<file path="config.mk">
export PLATFORM = sky130hd
export DESIGN_NAME = hazard_controller
export DESIGN_NICKNAME = d
export VERILOG_FILES = /design/src/rtl/hazard_pkg.sv /design/src/rtl/sat_counter.sv /design/src/rtl/hazard_controller.sv
export SDC_FILE = /design/constraint.sdc
export NUM_CORES = 1
export LEC_CHECK = 0
export ABC_AREA = 1
export BUFFER_PORTS_ARGS = -buffer_cell sky130_fd_sc_hd__buf_2
export CORE_ASPECT_RATIO = 1.2
export CORE_MARGIN = 2
export CORE_UTILIZATION = 50
export DETAILED_ROUTE_END_ITERATION = 6
export GPL_TIMING_DRIVEN = 0
export PLACE_DENSITY = 0.73
export SLEW_MARGIN = 40
export SYNTH_ARGS = -nofsm -noshare
export SYNTH_HDL_FRONTEND = slang
export SYNTH_SLANG_ARGS = --single-unit
</file>
<file path="constraint.sdc">
create_clock -name clk_i -period 5.1 [get_ports clk_i]
set_clock_uncertainty 0.05 [all_clocks]
set_input_delay 0.765 -clock clk_i [delete_from_list [all_inputs] [get_ports clk_i]]
set_output_delay 0.765 -clock clk_i [all_outputs]
set_load 0.03 [all_outputs]
</file>
<file path="src/rtl/hazard_pkg.sv">
// Shared types for the hazard controller: FSM states, forwarding selects,
// the scoreboard slot record and the forwarding-select helper.
package hazard_pkg;

  localparam int REG_ADDR_W = 5;

  typedef enum logic [1:0] {
    RUN      = 2'd0,
    LD_STALL = 2'd1,
    BR_FLUSH = 2'd2,
    MEM_WAIT = 2'd3
  } hz_state_e;

  localparam logic [1:0] FWD_REG = 2'b00;
  localparam logic [1:0] FWD_MEM = 2'b01;
  localparam logic [1:0] FWD_WB  = 2'b10;

  typedef struct packed {
    logic                  valid;
    logic [REG_ADDR_W-1:0] rd;
    logic                  reg_write;
    logic                  mem_read;
    logic                  jump;
    logic [REG_ADDR_W-1:0] rs1;
    logic [REG_ADDR_W-1:0] rs2;
    logic                  use_rs1;
    logic                  use_rs2;
  } slot_t;

  localparam slot_t SLOT_BUBBLE = '0;

  // The younger producer (MEM) wins; r0 is hard-wired and never forwarded.
  function automatic logic [1:0] fwd_select(input slot_t mem_s, input slot_t wb_s,
                                            input logic [REG_ADDR_W-1:0] src);
    if (mem_s.valid && mem_s.reg_write && (mem_s.rd != '0) && (mem_s.rd == src))
      return FWD_MEM;
    else if (wb_s.valid && wb_s.reg_write && (wb_s.rd != '0) && (wb_s.rd == src))
      return FWD_WB;
    else
      return FWD_REG;
  endfunction

endpackage

</file>
<file path="src/rtl/sat_counter.sv">
// Event counter that sticks at all-ones instead of wrapping.
module sat_counter #(
  parameter int WIDTH = 16
) (
  input  logic             clk_i,
  input  logic             rst_ni,
  input  logic             inc_i,
  output logic [WIDTH-1:0] count_o
);

  logic [WIDTH-1:0] cnt_q;

  always_ff @(posedge clk_i) begin
    if (!rst_ni) begin
      cnt_q <= '0;
    end else if (inc_i && (cnt_q != {WIDTH{1'b1}})) begin
      cnt_q <= cnt_q + {{(WIDTH-1){1'b0}}, 1'b1};
    end
  end

  assign count_o = cnt_q;

endmodule

</file>
<file path="src/rtl/hazard_controller.sv">
// Stall / flush / forwarding control for the five-stage core, driven by a
// three-slot (EX, MEM, WB) scoreboard of in-flight instructions.
module hazard_controller
  import hazard_pkg::*;
#(
  parameter int CNT_W = 16
) (
  input  logic                  clk_i,
  input  logic                  rst_ni,
  input  logic                  id_valid_i,
  input  logic [REG_ADDR_W-1:0] id_rs1_i,
  input  logic [REG_ADDR_W-1:0] id_rs2_i,
  input  logic                  id_use_rs1_i,
  input  logic                  id_use_rs2_i,
  input  logic [REG_ADDR_W-1:0] id_rd_i,
  input  logic                  id_reg_write_i,
  input  logic                  id_mem_read_i,
  input  logic [2:0]            id_jump_type_i,
  input  logic                  ex_taken_i,
  input  logic                  mem_busy_i,
  output logic                  stall_if_o,
  output logic                  stall_id_o,
  output logic                  freeze_o,
  output logic                  flush_if_o,
  output logic                  flush_id_o,
  output logic [1:0]            fwd_a_o,
  output logic [1:0]            fwd_b_o,
  output logic [CNT_W-1:0]      stall_cycles_o,
  output logic [CNT_W-1:0]      flush_events_o
);

  hz_state_e  state_q, state_d;
  slot_t      ex_q, mem_q, wb_q;
  slot_t      id_slot;
  logic       br_taken, load_use, issue;
  logic [CNT_W-1:0] stall_cnt, flush_cnt;
  logic       unused_slot_bits;

  assign br_taken = ex_q.valid & ex_q.jump & ex_taken_i;
  assign load_use = id_valid_i & ex_q.valid & ex_q.mem_read & (ex_q.rd != '0) &
                    ((id_use_rs1_i & (id_rs1_i == ex_q.rd)) |
                     (id_use_rs2_i & (id_rs2_i == ex_q.rd)));

  always_comb begin
    state_d    = state_q;
    stall_if_o = 1'b0;
    stall_id_o = 1'b0;
    freeze_o   = 1'b0;
    flush_if_o = 1'b0;
    flush_id_o = 1'b0;
    fwd_a_o    = FWD_REG;
    fwd_b_o    = FWD_REG;
    if (!rst_ni) begin
      state_d = RUN;
    end else begin
      fwd_a_o = fwd_select(mem_q, wb_q, ex_q.rs1);
      fwd_b_o = fwd_select(mem_q, wb_q, ex_q.rs2);
      if (mem_busy_i) begin
        freeze_o   = 1'b1;
        stall_if_o = 1'b1;
        stall_id_o = 1'b1;
        state_d    = MEM_WAIT;
      end else begin
        case (state_q)
          // Leaving MEM_WAIT re-evaluates exactly as RUN would this cycle.
          RUN, MEM_WAIT: begin
            if (br_taken) begin
              flush_if_o = 1'b1;
              flush_id_o = 1'b1;
              state_d    = BR_FLUSH;
            end else if (load_use) begin
              stall_if_o = 1'b1;
              stall_id_o = 1'b1;
              state_d    = LD_STALL;
            end else begin
              state_d = RUN;
            end
          end
          default: state_d = RUN;
        endcase
      end
    end
  end

  assign issue = id_valid_i & ~stall_id_o & ~flush_id_o;

  always_comb begin
    id_slot           = SLOT_BUBBLE;
    id_slot.valid     = 1'b1;
    id_slot.rd        = id_rd_i;
    id_slot.reg_write = id_reg_write_i;
    id_slot.mem_read  = id_mem_read_i;
    id_slot.jump      = (id_jump_type_i != 3'd0);
    id_slot.rs1       = id_rs1_i;
    id_slot.rs2       = id_rs2_i;
    id_slot.use_rs1   = id_use_rs1_i;
    id_slot.use_rs2   = id_use_rs2_i;
  end

  always_ff @(posedge clk_i) begin
    if (!rst_ni) begin
      state_q <= RUN;
      ex_q    <= SLOT_BUBBLE;
      mem_q   <= SLOT_BUBBLE;
      wb_q    <= SLOT_BUBBLE;
    end else begin
      state_q <= state_d;
      if (!freeze_o) begin
        wb_q  <= mem_q;
        mem_q <= ex_q;
        ex_q  <= issue ? id_slot : SLOT_BUBBLE;
      end
    end
  end

  // Some slot fields are carried only for debug visibility.
  assign unused_slot_bits = ^{ex_q, mem_q, wb_q};

  sat_counter #(.WIDTH(CNT_W)) u_stall_cnt (
    .clk_i   (clk_i),
    .rst_ni  (rst_ni),
    .inc_i   (stall_id_o),
    .count_o (stall_cnt)
  );

  sat_counter #(.WIDTH(CNT_W)) u_flush_cnt (
    .clk_i   (clk_i),
    .rst_ni  (rst_ni),
    .inc_i   (flush_if_o),
    .count_o (flush_cnt)
  );

  assign stall_cycles_o = rst_ni ? stall_cnt : '0;
  assign flush_events_o = rst_ni ? flush_cnt : '0;

endmodule
</file>
---- Word-level counts from Yosys, hierarchy flattened ----
Cells that the tools add are included.
cells by class
  equality and inequality tests ........... 9
  $add $sub $neg .......................... 2
  reductions and logical operators ........ 16
  mux-type cells .......................... 24
  bitwise gates (word level) .............. 13
operator list
  operator                                       number
  adder 16 x 1 -> 16 bit, second input constant  2
  2-to-1 mux 16 bit                              2
  != test 16 bit, second input constant          2
  == test 5 bit                                  6
  2-to-1 mux 21 bit                              1
  2-to-1 mux 2 bit                               9
  nonzero test 5 bit                             3
  2-to-1 mux 1 bit                               12
  AND 1 bit                                      10
  logical AND 1 bit                              10
  nonzero test 3 bit                             1
  == test 2 bit, second input constant           1
  zero test 2 bit                                1
  NOT 1 bit                                      2
  OR reduction 2 bit                             1
  bitwise OR 1 bit                               1
storage, ports and cells
  bits of input ports ..................... 27
  bits in registers ....................... 67
  word-level logic and storage cells ...... 80
  output and inout port bits .............. 41

---- Depth between registers and ports, before layout ----
  depth in word-level cells ............... 13
  depth in mapped cells ................... 12
  mapped depth without buffers ............ 11

---- By module ----
From an unflattened synthesis, not the netlist that was laid out.
second synthesis, totals
  cells, all modules ...................... 631
  area, all modules ....................... 4120.2 sq um
modules (own cells, without submodules)
  module             area an instance (sq um)  sequential area each (sq um)  times used  cells an instance
  hazard_controller  2128.3                    700.7                         1           333
  sat_counter        996.0                     320.3                         2           149

---- Worst setup path before layout ----
OpenSTA, ideal clock, no wires.
  path type ............................... input -> output
  start point ............................. in rst_ni
  end point ............................... out fwd_a_o[1]
  data arrival time ....................... 1.974 ns
  buffers on the path ..................... 2
  setup slack ............................. 2.311 ns
  stages .................................. 6
  cells stage by stage .................... buf_2 > inv_2 > clkbuf_1 > a21oi_1 > nand2_1 > nor3_1
between the ends
  cells in the longest elaborated chain, start to end .. 1
ends and longest elaborated chain
  item                RTL line                 RTL
  start: declaration  hazard_controller.sv:9   input logic rst_ni,
  2-to-1 mux 2 bit    hazard_controller.sv:53  if (!rst_ni) begin
  end: declaration    hazard_controller.sv:26  output logic [1:0] fwd_a_o,
Every way passes these cells.

---- Worst setup path after layout ----
  start point ............................. in rst_ni
  end point ............................... out stall_if_o
between the ends
  cells in the longest elaborated chain, start to end .. 1
ends and longest elaborated chain
  item              RTL line                 RTL
  2-to-1 mux 1 bit  hazard_controller.sv:53
  end: declaration  hazard_controller.sv:21  output logic stall_if_o,
Every way passes these cells.

==> qor.yml <==
route.detailed.drc: 0
synth_edf_count: 0
synth_area_um2: 3720
ios: 68
cts_setup_buffers: 0
insertedDiodeCount: 0
port_buffers: 66
clock-sinks: 67
p_int_w: 0.000880
p_sw_w: 0.000297
min_path_type: "flop to flop"
p_clk_frac: 0.434
fillers: 739
cp_top_family: "simple AND/OR/NAND/NOR gates"
worst_slew_pin_slew_ns: 0.559
hold_start: "ex_q[14]"
hold_buffers: 0
pwr-share-comb: 0.096
area_growth_pct: 18.0
reg2regPathDepth: 10
grt_use_total: 0.249
nets: 684
wl_per_cell_um: 12.8
critPathKind: "input port to output pin"
cp_cell_sequence: "buf_2, nand2_1, nor3_1, nand3_1, nor2_1, nand2_1, nand2_4, buf_4, buf_4, buf_2"
grt_antenna_before_repair: 0
rsz0062_at_grt: "false"
rows: 34
crit_slowest_cell: "buf_4"
gr-total-overflow: 0
hold_depth: 2
grt_pass1_wl_um: 15800
leakage_nw: 2.13
peakVddDrop_mv: 0.183
clkTransAtPathRegs_ns: 0.07
syn-num-nets: 607
ff_latch_area_um2: 1340
finalSetupViolCount: 0
wl_met2_um: 4700
multi_input_area_um2: 1940
drv_cap: 0
grt_max_degree: 12
dp_cells: 734
switching_share: 0.252
final_common_cell: "nand2_1"
cts_tree: "built"
post-place-ws_ns: 2.10
die_width_um: 82.8
cts_root_buffer: "clkbuf_8"
detail-route-antenna-nets: 0
r2r_slack_ns: 3.20
die_y_um: 98.5
setup_slack_ns: 2.10
drtIter0Drc: 174
cts_resized: 0
vias_per_cell: 5.12
cp_max_fo: 11
dr_wl_met3_um: 430
cts_max_level: 3
period_share: 0.588
topRoutingLayerUsed: "met4"
slew_viol_final: 0
r2r-start: "u_stall_cnt.count_o[0]"
finalCriticalPeriod_ns: 3.00
first_pass_iters: 4
crit_required_ns: 4.28
synthDistinctLibCells: 32
hold_slack_ns: 0.403
gp_congestion: 0.911
final_cell_mix: "nand2_1 (168), inv_1 (79), buf_2 (68), dfxtp_1 (67), a21oi_1 (48)"
synth_ff_type: "dfxtp_1"
seq_power_share: 0.470
crit_buf_inv: 4
dp_hpwl_um: 7260
yosys_warnings: 0
numCtsBuffers: 9
initial_core_util: 0.515
hold_end: "ex_q[14]"
drt-total-wl_um: 9590
fin_cells: 750
dieArea_um2: 8150
cts_max_path_buffers: 2
r2r-end: "u_stall_cnt.count_o[10]"
tns_ns: 0
drive_above_1_share: 0.168
cp_data_arrival_time_ns: 2.18
synth_seq_cells: 67
avgSynthCellArea_um2: 6.44
cpPeakStageDelay_ns: 0.20
grt_pass1_vias: 3584
synth_seq_area_share: 0.360
startpoint_type: "input port"
worstSkewPairLatency_ns: 0.34
vias: 3839
m1WireLength_um: 4020
status: "finished, final reports clean"
slew_headroom: 0.624
max_freq_mhz: 333
synthCells: 578
end_kind: "output pin"
powerDensity_nw_per_um2: 268
synth-async-reset-ratio: 0
coreArea_um2: 7230
hold_viol: 0
-- worst max path at each step --
| stage | start | to | slack (ns) | cells after the start |
|---|---|---|---|---|
| 5_1_grt | rst_ni | stall_cycles_o[8] | 1.91 | 6 |
| 4_1_cts | rst_ni | stall_cycles_o[11] | 2.10 | 6 |
| 3_3_place_gp | rst_ni | stall_if_o | 2.11 | 10 |
| 6_report | rst_ni | stall_if_o | 2.10 | 10 |
| 2_1_floorplan | rst_ni | fwd_a_o[1] | 2.31 | 6 |
| 3_5_place_dp | rst_ni | stall_cycles_o[11] | 2.10 | 6 |
-- power groups by stage --
stage	clock (W)	combinational, W	sequential (W)
final	0.000511	0.000113	0.000553
after global routing	0.000540	0.000128	0.000555
after floorplan	0	0.0000754	0.000562
after CTS	0.000517	0.000114	0.000553
after detailed placement	0	0.000113	0.000565
after global placement	0	0.000112	0.000565
-- registers in the layout, summed over array words and instances (netlist names) --
register             cells
ex_q                    19
mem_q                    7
state_q                  2
u_flush_cnt.count_o     16
u_stall_cnt.count_o     16
wb_q                     7
-- cells in the mapped netlist, types with 3 or more instances --
cell / n / share of area
o22ai_1: 8 / 0.013
buf_4: 4 / 0.0081
dfxtp_1: 67 / 0.36
inv_2: 10 / 0.010
nand2_1: 168 / 0.17
nor3_1: 16 / 0.022
xnor2_1: 5 / 0.012
xor2_1: 16 / 0.038
a21oi_1: 48 / 0.065
nand3_1: 46 / 0.062
clkbuf_1: 13 / 0.013
nand2_2: 3 / 0.0050
nor2_1: 33 / 0.033
inv_1: 79 / 0.080
nor2_2: 4 / 0.0067
o21ai_0: 25 / 0.034
nand4_1: 12 / 0.020
-- metrics by stage --
stage / cell area [um^2] / total power [W] / utilization
final: 4390 / 0.00118 / 0.607
after detailed placement: 4170 / 0.000679 / 0.576
after CTS: 4390 / 0.00118 / 0.607
after floorplan: 3720 / 0.000637 / -
after global routing: 4390 / 0.00122 / 0.607
after global placement: 4170 / 0.000678 / 0.576
-- cell type report --
cell class	count	area share
Clock inverter	4	0.0165
Buffer	21	0.0236
Tap cell	90	0.0256
Multi-Input combinational cell	400	0.441
Clock buffer	12	0.0353
Sequential cell	67	0.305
Inverter	90	0.0769
Timing Repair Buffer	66	0.0752
-- cells by family after synthesis --
kind of cell / after synthesis / synth area share
AOI/OAI and AO/OA: 87 / 0.123
xor gates and xnor gates: 21 / 0.0494
and+or+nand+nor: 290 / 0.342
adders and majority gates: 2 / 0.00672
DFF: 67 / 0.360
buffers and inverters: 111 / 0.119
-- per-layer routing --
layer | up-vias | track usage
li1 | 1992 | -
met3 | 25 | 0.0504
met1 | 1713 | 0.284
met5 | - | 0
met2 | 109 | 0.427
met4 | 0 | 0.127
-- worst min-delay path: stages (launching register included) --
cell and delay [ns]:
dfxtp_1 0.31, nand2_1 0.06, nand2_1 0.04
(Power assumes the default switching activity.)
